`src/rtl/seg_pkg.sv`:
```
// Segment pattern constants shared by the seven-segment scan controller.
// Patterns are active-low and written a..g from left to right.
package seg_pkg;

  typedef logic [0:6] seg_t;

  localparam seg_t SEG_0     = 7'b0000001;
  localparam seg_t SEG_1     = 7'b1001111;
  localparam seg_t SEG_2     = 7'b0010010;
  localparam seg_t SEG_3     = 7'b0000110;
  localparam seg_t SEG_4     = 7'b1001100;
  localparam seg_t SEG_5     = 7'b0100100;
  localparam seg_t SEG_6     = 7'b0100000;
  localparam seg_t SEG_7     = 7'b0001111;
  localparam seg_t SEG_8     = 7'b0000000;
  localparam seg_t SEG_9     = 7'b0000100;
  localparam seg_t SEG_A     = 7'b0001000;
  localparam seg_t SEG_B     = 7'b1100000;
  localparam seg_t SEG_C     = 7'b0110001;
  localparam seg_t SEG_D     = 7'b1000010;
  localparam seg_t SEG_E     = 7'b0110000;
  localparam seg_t SEG_F     = 7'b0111000;
  localparam seg_t SEG_BLANK = 7'b1111111;

endpackage

```
`src/rtl/seg_scan_ctrl_if.sv`:
```
// Control/data bundle driven by the datapath into the display controller.
interface seg_scan_ctrl_if #(
  parameter int N_DIGITS = 4,
  parameter int BRIGHT_W = 3
);

  logic [4*N_DIGITS-1:0] digits_in;
  logic [N_DIGITS-1:0]   dp_in;
  logic                  load;
  logic                  lz_blank;
  logic                  blank_all;
  logic [BRIGHT_W-1:0]   brightness;

  modport master (
    output digits_in, dp_in, load, lz_blank, blank_all, brightness
  );

  modport slave (
    input digits_in, dp_in, load, lz_blank, blank_all, brightness
  );

endinterface

```
`src/rtl/seg_decode.sv`:
```
// Nibble to active-low segment decoder.
// Define SEG_HEX_EN to show A-F for 10-15; otherwise those values are blank.
module seg_decode
  import seg_pkg::*;
(
  input  logic [3:0] nibble,
  output seg_t       seg
);

  always_comb begin
    seg = SEG_BLANK;
    case (nibble)
      4'h0: seg = SEG_0;
      4'h1: seg = SEG_1;
      4'h2: seg = SEG_2;
      4'h3: seg = SEG_3;
      4'h4: seg = SEG_4;
      4'h5: seg = SEG_5;
      4'h6: seg = SEG_6;
      4'h7: seg = SEG_7;
      4'h8: seg = SEG_8;
      4'h9: seg = SEG_9;
`ifdef SEG_HEX_EN
      4'hA: seg = SEG_A;
      4'hB: seg = SEG_B;
      4'hC: seg = SEG_C;
      4'hD: seg = SEG_D;
      4'hE: seg = SEG_E;
      4'hF: seg = SEG_F;
`else
      4'hA, 4'hB, 4'hC, 4'hD, 4'hE, 4'hF: seg = SEG_BLANK;
`endif
      default: seg = SEG_BLANK;
    endcase
  end

endmodule

```
`src/rtl/seg_scan_ctrl.sv`:
```
// Multiplexed N-digit seven-segment controller: double-buffered digits, leading-zero
// blanking, PWM brightness, registered outputs. Hex glyphs enabled by SEG_HEX_EN.
module seg_scan_ctrl
  import seg_pkg::*;
#(
  parameter int N_DIGITS    = 4,
  parameter int DWELL_TICKS = 100_000,
  parameter int BRIGHT_W    = 3
) (
  input  logic                clk_100MHz,
  input  logic                reset,
  seg_scan_ctrl_if.slave      ctrl,
  output seg_t                seg,
  output logic                dp,
  output logic [N_DIGITS-1:0] digit,
  output logic                frame_done
);

  localparam int TIMER_W  = (DWELL_TICKS > 1) ? $clog2(DWELL_TICKS) : 1;
  localparam int THRESH_W = $clog2(DWELL_TICKS + 1);
  localparam int SEL_W    = $clog2(N_DIGITS);

  localparam logic [TIMER_W-1:0]  TIMER_LAST  = TIMER_W'(DWELL_TICKS - 1);
  localparam logic [SEL_W-1:0]    SEL_LAST    = SEL_W'(N_DIGITS - 1);
  localparam logic [THRESH_W-1:0] THRESH_FULL = THRESH_W'(DWELL_TICKS);

  logic [TIMER_W-1:0]    timer;
  logic [SEL_W-1:0]      sel;
  logic [THRESH_W-1:0]   thresh;
  logic [4*N_DIGITS-1:0] shadow_digits, active_digits;
  logic [N_DIGITS-1:0]   shadow_dp, active_dp;
  logic [N_DIGITS-1:0]   lz_hide;
  logic                  upper_zero;
  logic                  boundary;
  logic                  lit;
  logic [3:0]            cur_nib;
  seg_t                  dec_seg;

  assign boundary = (sel == SEL_LAST) && (timer == TIMER_LAST);

  always_ff @(posedge clk_100MHz or posedge reset) begin
    if (reset) begin
      timer <= '0;
      sel   <= '0;
    end else if (timer == TIMER_LAST) begin
      timer <= '0;
      sel   <= (sel == SEL_LAST) ? '0 : sel + 1'b1;
    end else begin
      timer <= timer + 1'b1;
    end
  end

  // A load landing on the boundary bypasses the shadow so it still makes this frame swap.
  always_ff @(posedge clk_100MHz or posedge reset) begin
    if (reset) begin
      shadow_digits <= '0;
      shadow_dp     <= '0;
      active_digits <= '0;
      active_dp     <= '0;
      thresh        <= THRESH_FULL;
    end else begin
      if (ctrl.load) begin
        shadow_digits <= ctrl.digits_in;
        shadow_dp     <= ctrl.dp_in;
      end
      if (boundary) begin
        active_digits <= ctrl.load ? ctrl.digits_in : shadow_digits;
        active_dp     <= ctrl.load ? ctrl.dp_in     : shadow_dp;
        thresh        <= THRESH_W'(((64'(ctrl.brightness) + 64'd1) * 64'(DWELL_TICKS)) >> BRIGHT_W);
      end
    end
  end

  // Walk from the top digit down; a digit hides while everything above it is zero.
  always_comb begin
    upper_zero = 1'b1;
    lz_hide    = '0;
    for (int i = N_DIGITS - 1; i >= 0; i--) begin
      upper_zero = upper_zero && (active_digits[4*i +: 4] == 4'h0);
      lz_hide[i] = ctrl.lz_blank && upper_zero && (i != 0);
    end
  end

  assign cur_nib = active_digits[{sel, 2'b00} +: 4];
  assign lit     = (THRESH_W'(timer) < thresh) && !ctrl.blank_all;

  seg_decode u_decode (
    .nibble (cur_nib),
    .seg    (dec_seg)
  );

  always_ff @(posedge clk_100MHz or posedge reset) begin
    if (reset) begin
      seg        <= SEG_BLANK;
      dp         <= 1'b1;
      digit      <= '1;
      frame_done <= 1'b0;
    end else begin
      frame_done <= boundary;
      if (lit) begin
        digit <= ~(N_DIGITS'(1) << sel);
        seg   <= lz_hide[sel] ? SEG_BLANK : dec_seg;
        dp    <= ~active_dp[sel];
      end else begin
        digit <= '1;
        seg   <= SEG_BLANK;
        dp    <= 1'b1;
      end
    end
  end

endmodule

```
`src/flat_wrapper.sv`:
```
// flat-port wrapper written by rule: the top's interface ports become plain ports
module seg_scan_ctrl_flat import seg_pkg::*;
#(
  parameter int N_DIGITS    = 4,
  parameter int DWELL_TICKS = 100_000,
  parameter int BRIGHT_W    = 3
)
  (clk_100MHz, reset, seg, dp, digit, frame_done, ctrl_digits_in, ctrl_dp_in, ctrl_load, ctrl_lz_blank, ctrl_blank_all, ctrl_brightness);
  seg_scan_ctrl_if #(.N_DIGITS(N_DIGITS), .BRIGHT_W(BRIGHT_W)) ctrl_i ();
  input  logic clk_100MHz;
  input  logic reset;
  output seg_t seg;
  output logic dp;
  output logic [N_DIGITS-1:0] digit;
  output logic frame_done;
  input wire logic [$bits(ctrl_i.digits_in)-1:0] ctrl_digits_in;
  input wire logic [$bits(ctrl_i.dp_in)-1:0] ctrl_dp_in;
  input wire logic [$bits(ctrl_i.load)-1:0] ctrl_load;
  input wire logic [$bits(ctrl_i.lz_blank)-1:0] ctrl_lz_blank;
  input wire logic [$bits(ctrl_i.blank_all)-1:0] ctrl_blank_all;
  input wire logic [$bits(ctrl_i.brightness)-1:0] ctrl_brightness;
  assign ctrl_i.digits_in = ctrl_digits_in;
  assign ctrl_i.dp_in = ctrl_dp_in;
  assign ctrl_i.load = ctrl_load;
  assign ctrl_i.lz_blank = ctrl_lz_blank;
  assign ctrl_i.blank_all = ctrl_blank_all;
  assign ctrl_i.brightness = ctrl_brightness;
  seg_scan_ctrl #(.N_DIGITS(N_DIGITS), .DWELL_TICKS(DWELL_TICKS), .BRIGHT_W(BRIGHT_W)) u_core (.clk_100MHz(clk_100MHz), .reset(reset), .ctrl(ctrl_i), .seg(seg), .dp(dp), .digit(digit), .frame_done(frame_done));
endmodule
```
`config.mk`:
```
export PLATFORM = sky130hd
export DESIGN_NAME = seg_scan_ctrl_flat
export DESIGN_NICKNAME = d
export VERILOG_FILES = /design/src/rtl/seg_pkg.sv /design/src/rtl/seg_scan_ctrl_if.sv /design/src/rtl/seg_decode.sv /design/src/rtl/seg_scan_ctrl.sv /design/src/flat_wrapper.sv
export SDC_FILE = /design/constraint.sdc
export NUM_CORES = 1
export LEC_CHECK = 0
export ABC_AREA = 1
export ABC_CLOCK_PERIOD_IN_PS = 3520
export CORE_UTILIZATION = 45
export DETAILED_ROUTE_END_ITERATION = 16
export GPL_ROUTABILITY_DRIVEN = 0
export PLACE_DENSITY = 0.72
export RECOVER_POWER = 50
export SLEW_MARGIN = 30
export SYNTH_ARGS = -nofsm -noshare
export SYNTH_HDL_FRONTEND = slang
export SYNTH_SLANG_ARGS = --single-unit
```
`constraint.sdc`:
```
create_clock -name clk_100MHz -period 3.52 [get_ports clk_100MHz]
set_input_delay 0.704 -clock clk_100MHz [delete_from_list [all_inputs] [get_ports clk_100MHz]]
set_output_delay 0.704 -clock clk_100MHz [all_outputs]
set_load 0.02 [all_outputs]
```
# After elaboration in Yosys (flattened, before gate mapping)
# Memory sizes are Yosys's and may differ from the RTL's.
# Index checks and enable logic that the tools add are counted.
[totals] regBits=87 romBits=112 input_bits=28 output_inout_bits=13 elab_cells=47 n_memories=1
[op_classes] add_sub_neg=3 multipliers=1 magnitude_cmp=2 n_eq_ne=2 shifts=2 n_mux=12 n_bitwise=2 n_reduce_logical=11
[memory_table] memory="(no name shown)" depth=16 width=7 read_ports=1 rd_clocked_by_memory_dff=0 write_ports=0 line="seg_decode.sv:12" source="case (nibble)"
[op_table] op="$mul A64 B12 Y15 const B" n=1
[op_table] op="$add A17 B1 Y17 const B" n=1
[op_table] op="$eq A17 B17 Y1 const B" n=1
[op_table] op="$lt A17 B17 Y1" n=1
[op_table] op="$mux W17" n=1
[op_table] op="$mux W16" n=1
[op_table] op="$shiftx A16 B5 Y4" n=1
[op_table] op="$mux W7" n=2
[op_table] op="$logic_not A4 Y1" n=3
[op_table] op="$mux W4" n=2
[op_table] op="$logic_and A1 B1 Y1" n=7
[op_table] op="$add A3 B1 Y4 const B" n=1
[op_table] op="$bmux W1 S2" n=2
[op_table] op="$not A4 Y4" n=1
[op_table] op="$shl A1 B2 Y4 const A" n=1
[op_table] op="$lt A2 B3 Y1 const B" n=1
[op_table] op="$mux W1" n=3
[op_table] op="$add A2 B1 Y2 const B" n=1
[op_table] op="$eq A2 B2 Y1 const B" n=1
[op_table] op="$mux W2" n=1
[op_table] op="$logic_not A1 Y1" n=1
[op_table] op="$not A1 Y1" n=1

# Logic depth before layout (Yosys ltp)
[depth] depth_word=8 ltp_mapped=17 depth_no_buf=17

# Cells and area by module
# A second synthesis with hierarchy kept.
[unflattened] cells_unflattened=634 hier_area_um2=4913.5
[by_module_without_submodules] mod="seg_scan_ctrl" instances=1 cells_per_inst=599 area_per_inst_um2=4725.8 seq_area_each_um2=2199.6
[by_module_without_submodules] mod="seg_decode" instances=1 cells_per_inst=35 area_per_inst_um2=187.7 seq_area_each_um2=0.0

# Worst setup path before layout
# OpenSTA, ideal clock, no wires.
[synth_timing] path_type="in2reg" start="input ctrl_brightness[0]" end="register u_core.thresh[11]" setup_time_ps=117 arrival_time_ps=2971 t_required_ps=3403 slack_ps=432 stages=15 path_buffers=0 cell_sequence="inv_1 -> ha_1 -> ha_1 -> xor2_1 -> inv_1 -> ha_1 -> a31o_2 -> ha_1 -> nand3_1 -> nand3_1 -> nand2_1 -> nand2_1 -> or2_2 -> nand3_1 -> nand2_1"
[synth_between] elab_chain_cells=2
[synth_rtl] element="from (decl)" line="flat_wrapper.sv:21" source="input wire logic [$bits(ctrl_i.brightness)-1:0] ctrl_brightness;"
[synth_rtl] element="$add A3 B1 Y4" line="seg_scan_ctrl.sv:69" source="thresh <= THRESH_W'(((64'(ctrl.brightness) + 64'd1) * 64'(DWELL_TICKS)) >> BRIGHT_W);"
[synth_rtl] element="$mul A64 B12 Y15" line="seg_scan_ctrl.sv:69"
[synth_rtl] element="to (signal assigned)" line="seg_scan_ctrl.sv:69"
[synth_rtl] element="to (decl)" line="seg_scan_ctrl.sv:29" source="logic [THRESH_W-1:0] thresh;"
# Every way passes these cells.
# A chain may end at the register's enable or synchronous reset.

# Worst setup path after layout
[layout_timing] start="input ctrl_brightness[1]" end="register u_core.thresh[12]"
# Same word-level chain as after synthesis.

==> flow_metrics.py <==
metrics = {
    "run_status": {
        "result_of_the_run": "complete, but fails checks",
        "violations_in_the_final_reports": "capacitance limit, slew limit",
    },
    "cts": {
        "clk_transition_reported_paths_ps": 80,
        "cts_tree": "built",
        "hold_buffers": 0,
        "cts.path.max_buffers": 2,
        "postCtsSetupRepairBufs": 0,
        "post_cts_resized": 0,
        "clock-sinks": 87,
        "worstSkewPairLatency_ps": 370,
        "cts-root-buf": "clkbuf_8",
        "h_tree_levels": 3,
        "numCtsBuffers": 9,
    },
    "pwr": {
        "combinationalPowerShare_pct": 12.6,
        "netSwitchingFraction_pct": 25.0,
        "cellPowerDensity_nw_per_um2": 351,
        "internal_power_mw": 1.54,
        "clockPowerShare_pct": 37.2,
        "switching_power_mw": 0.514,
        "static-leakage-power_nw": 3.20,
        "vdd_ir_drop_max_mv": 0.265,
        "share_seq_of_total_power_pct": 50.3,
    },
    "cells_and_area": {
        "layout.nets": 786,
        "layout-area-overhead-vs-synth_pct": 16.1,
        "fin_area_um2": 5850,
        "utilization_pct": 53.7,
        "final_layout_size_suffix_gt1_share_pct": 9.32,
        "antenna_cells": 0,
    },
    "sta": {
        "drv_slew": 46,
        "tcrit_tclk_final_pct": 94.1,
        "slew-limit-headroom_pct": -26.0,
        "setup_repair_after_global_routing_missed_its_margin": "false",
        "fmax_mhz": 302,
        "number_of_hold_violations_in_the_final_report": 0,
        "fin_crit_period_ps": 3310,
        "finClkSkew_ps": 16.0,
        "final-setup-viol-count": 0,
        "setup_tns_ps": 0,
        "fin_ws_ps": 209,
        "tightest_slew_ps": 1880,
    },
    "worst_setup_path": {
        "timing.critical_path.max_delay_family": "adder cells",
        "criticalPathCategory": "in2reg",
        "worstPathBufferInverterCount": 2,
        "critical_path_peak_fanout": 4,
        "path_cells": "clkdlybuf4s50_1, ha_1, or2_2, nand2_1, inv_1, ha_1, ha_1, ha_1, nand2_1, nor2_1, nand2_1, nand2_1, xor2_1, nand2_1, nand2_1",
        "timing.critical_path.from_type": "input port",
        "r2r_setup_slack_ps": 1270,
        "worst_setup_path_end_kind": "register",
        "required_ps": 3820,
        "critical-path-slowest-cell": "clkdlybuf4s50_1",
        "most_numerous_cell_on_the_critical_path": "nand2_1",
        "worst_path_largest_cell_delay_ps": 480,
        "crit_path_launch": "ctrl_brightness[1]",
        "r2r_path_start": "u_core.sel[0]$_DFFE_PP0N_",
        "crit_arrival_ps": 3610,
    },
    "yosys": {
        "synth-seq-area-share_pct": 43.7,
        "syn_area_um2": 5040,
        "yosys_most_used_dff": "dfrtp_1",
        "synth.cells.most_frequent": "nand2_1 (263), inv_1 (76), dfrtp_1 (69)",
        "area_contributors_post_synth": "dfrtp_1 (34%), nand2_1 (20%), ha_1 (11%)",
        "post_synth_num_cell_types": 34,
        "yosysMostFrequentCell": "nand2_1",
        "number_of_register_bits_inferred_by_synthesis": 87,
        "asyncSetResetFlopFracSynth_pct": 100,
        "synth_enable_flop_cells": 0,
        "syn_avg_cell_area_um2": 7.65,
        "netlist_instances": 659,
        "portion_of_synthesized_cell_area_occupied_by_the_leading_cell_type_pct": 34.3,
        "synth_largest_area_cell": "dfrtp_1",
        "synth-warning-count": 0,
        "synthesis.nets": 730,
    },
    "detailed_routing": {
        "drtPass1Iterations": 5,
        "drt_iter0_drc": 259,
        "num_vias": 4193,
        "avgRoutedWirePerCell_um": 12.1,
        "wl_mm": 10.4,
        "drt-vias-per-instance": 4.88,
        "drc_markers": 0,
        "detail-route-antenna-nets": 0,
    },
    "floorplanning": {
        "fp.dieH_um": 108,
        "fp.dieArea_um2": 11600,
        "dieWidth_um": 108,
        "std_cell_rows": 38,
        "ios": 41,
        "placeableCoreArea_um2": 10900,
        "initial_standard_cell_utilization_of_the_core_pct": 46.3,
    },
    "global_route": {
        "grt_overflow_total": 0,
        "global_route_wire_length_before_repair_mm": 18.1,
        "largest_net_degree_at_the_start_of_global_routing": 46,
        "antenna_found_initial": 0,
        "first_global_vias": 4094,
        "grtUsageTotal_pct": 19.8,
    },
    "worst_hold_path": {
        "worst_hold_path_type": "reg2reg",
        "hold_path.startpoint": "u_core.active_dp[1]$_DFFE_PP0P_",
    },
    "place": {
        "placedInstanceArea_um2": 5680,
        "detailed_place_hpwl_mm": 7.81,
        "place.port_buffers": 40,
        "dp_slack_ps": -150,
    },
    "run": {
        "cap_violations": 1,
    },
}
==> per-stage QoR <==
stage                     total power, mW  hold WS (ps)  instances
after floorplan                      1.20           433        659
after global placement               1.31           450        844
after detailed placement             1.31           455        844
after CTS                            2.07           474        859
after global routing                 2.14           493        859
final                                2.06           471        859
==> metal layers <==
metal	track usage [%]	vias to the layer above	share of wire (%)
met3	4.90	9	4.7
met4	6.95	0	1.2
met5	0	-	0
li1	-	2147	-
met2	32.1	96	47
met1	25.5	1941	47
==> cells by family after synthesis <==
family                     synth area share (%)
and+or+nand+nor                            31.4
xor gates and xnor gates                   2.61
AOI/OAI and AO/OA                          4.00
adders and majority gates                  10.7
DFF                                        43.7
buffers and inverters                      7.70
==> cell type report <==
class | count | area, µm²
Fill cell | 1012 | 5040
Clock inverter | 5 | 82.6
Sequential cell | 87 | 2200
Tap cell | 140 | 175
Multi-Input combinational cell | 478 | 2430
Clock buffer | 10 | 128
Inverter | 81 | 305
Timing Repair Buffer | 58 | 533
==> cell usage in the layout, fill, tap and decap left out, types with 2 or more instances in the layout <==
master           count
buf_4               17
xnor2_1              3
a21oi_1             12
o21ai_1              7
nand2_1            264
dfrtp_1             69
o21ai_0             12
or2_2                3
xor2_1              12
nor2_1              58
nand4_1              5
inv_2                4
nor3_1               4
ha_1                43
clkbuf_8             9
nand3_1             40
dfstp_2             18
bufinv_16            2
nor2_2               3
inv_1               76
clkdlybuf4s50_1     39
nand3_2              2
==> power groups by stage <==
stage               combinational [mW]  sequential (mW)  clock (mW)
floorplan                        0.148             1.05           0
finish                           0.258             1.03       0.764
detailed placement               0.261             1.05           0
global placement                 0.255             1.05           0
global route                     0.292             1.04       0.814
CTS                              0.263             1.03       0.776
==> tightest hold or removal path: stages (launching register included) <==
cell	delay, ps
dfrtp_1	340
nand2_1	60
nand2_1	50
==> registers in the layout, indices dropped and copies added (netlist names), 4 cells and up <==
name / flops
u_core.timer: 17
u_core.active_digits: 16
u_core.shadow_digits: 16
u_core.thresh: 15
u_core.seg: 7
u_core.active_dp: 4
u_core.digit: 4
u_core.shadow_dp: 4
==> worst paths after layout <==
path / end / cells past startpoint
max in group asynchronous: u_core.thresh[13]$_DFFE_PP0P_ / 3
max: u_core.thresh[12]$_DFFE_PP0P_ / 15
max reg2reg: u_core.seg[3]$_DFF_PP1_ / 11
min: u_core.active_dp[1]$_DFFE_PP0P_ / 2
min in group asynchronous: u_core.active_digits[2]$_DFFE_PP0P_ / 2
min reg2reg: u_core.active_dp[1]$_DFFE_PP0P_ / 2
Power figures use the tool's default switching activity.
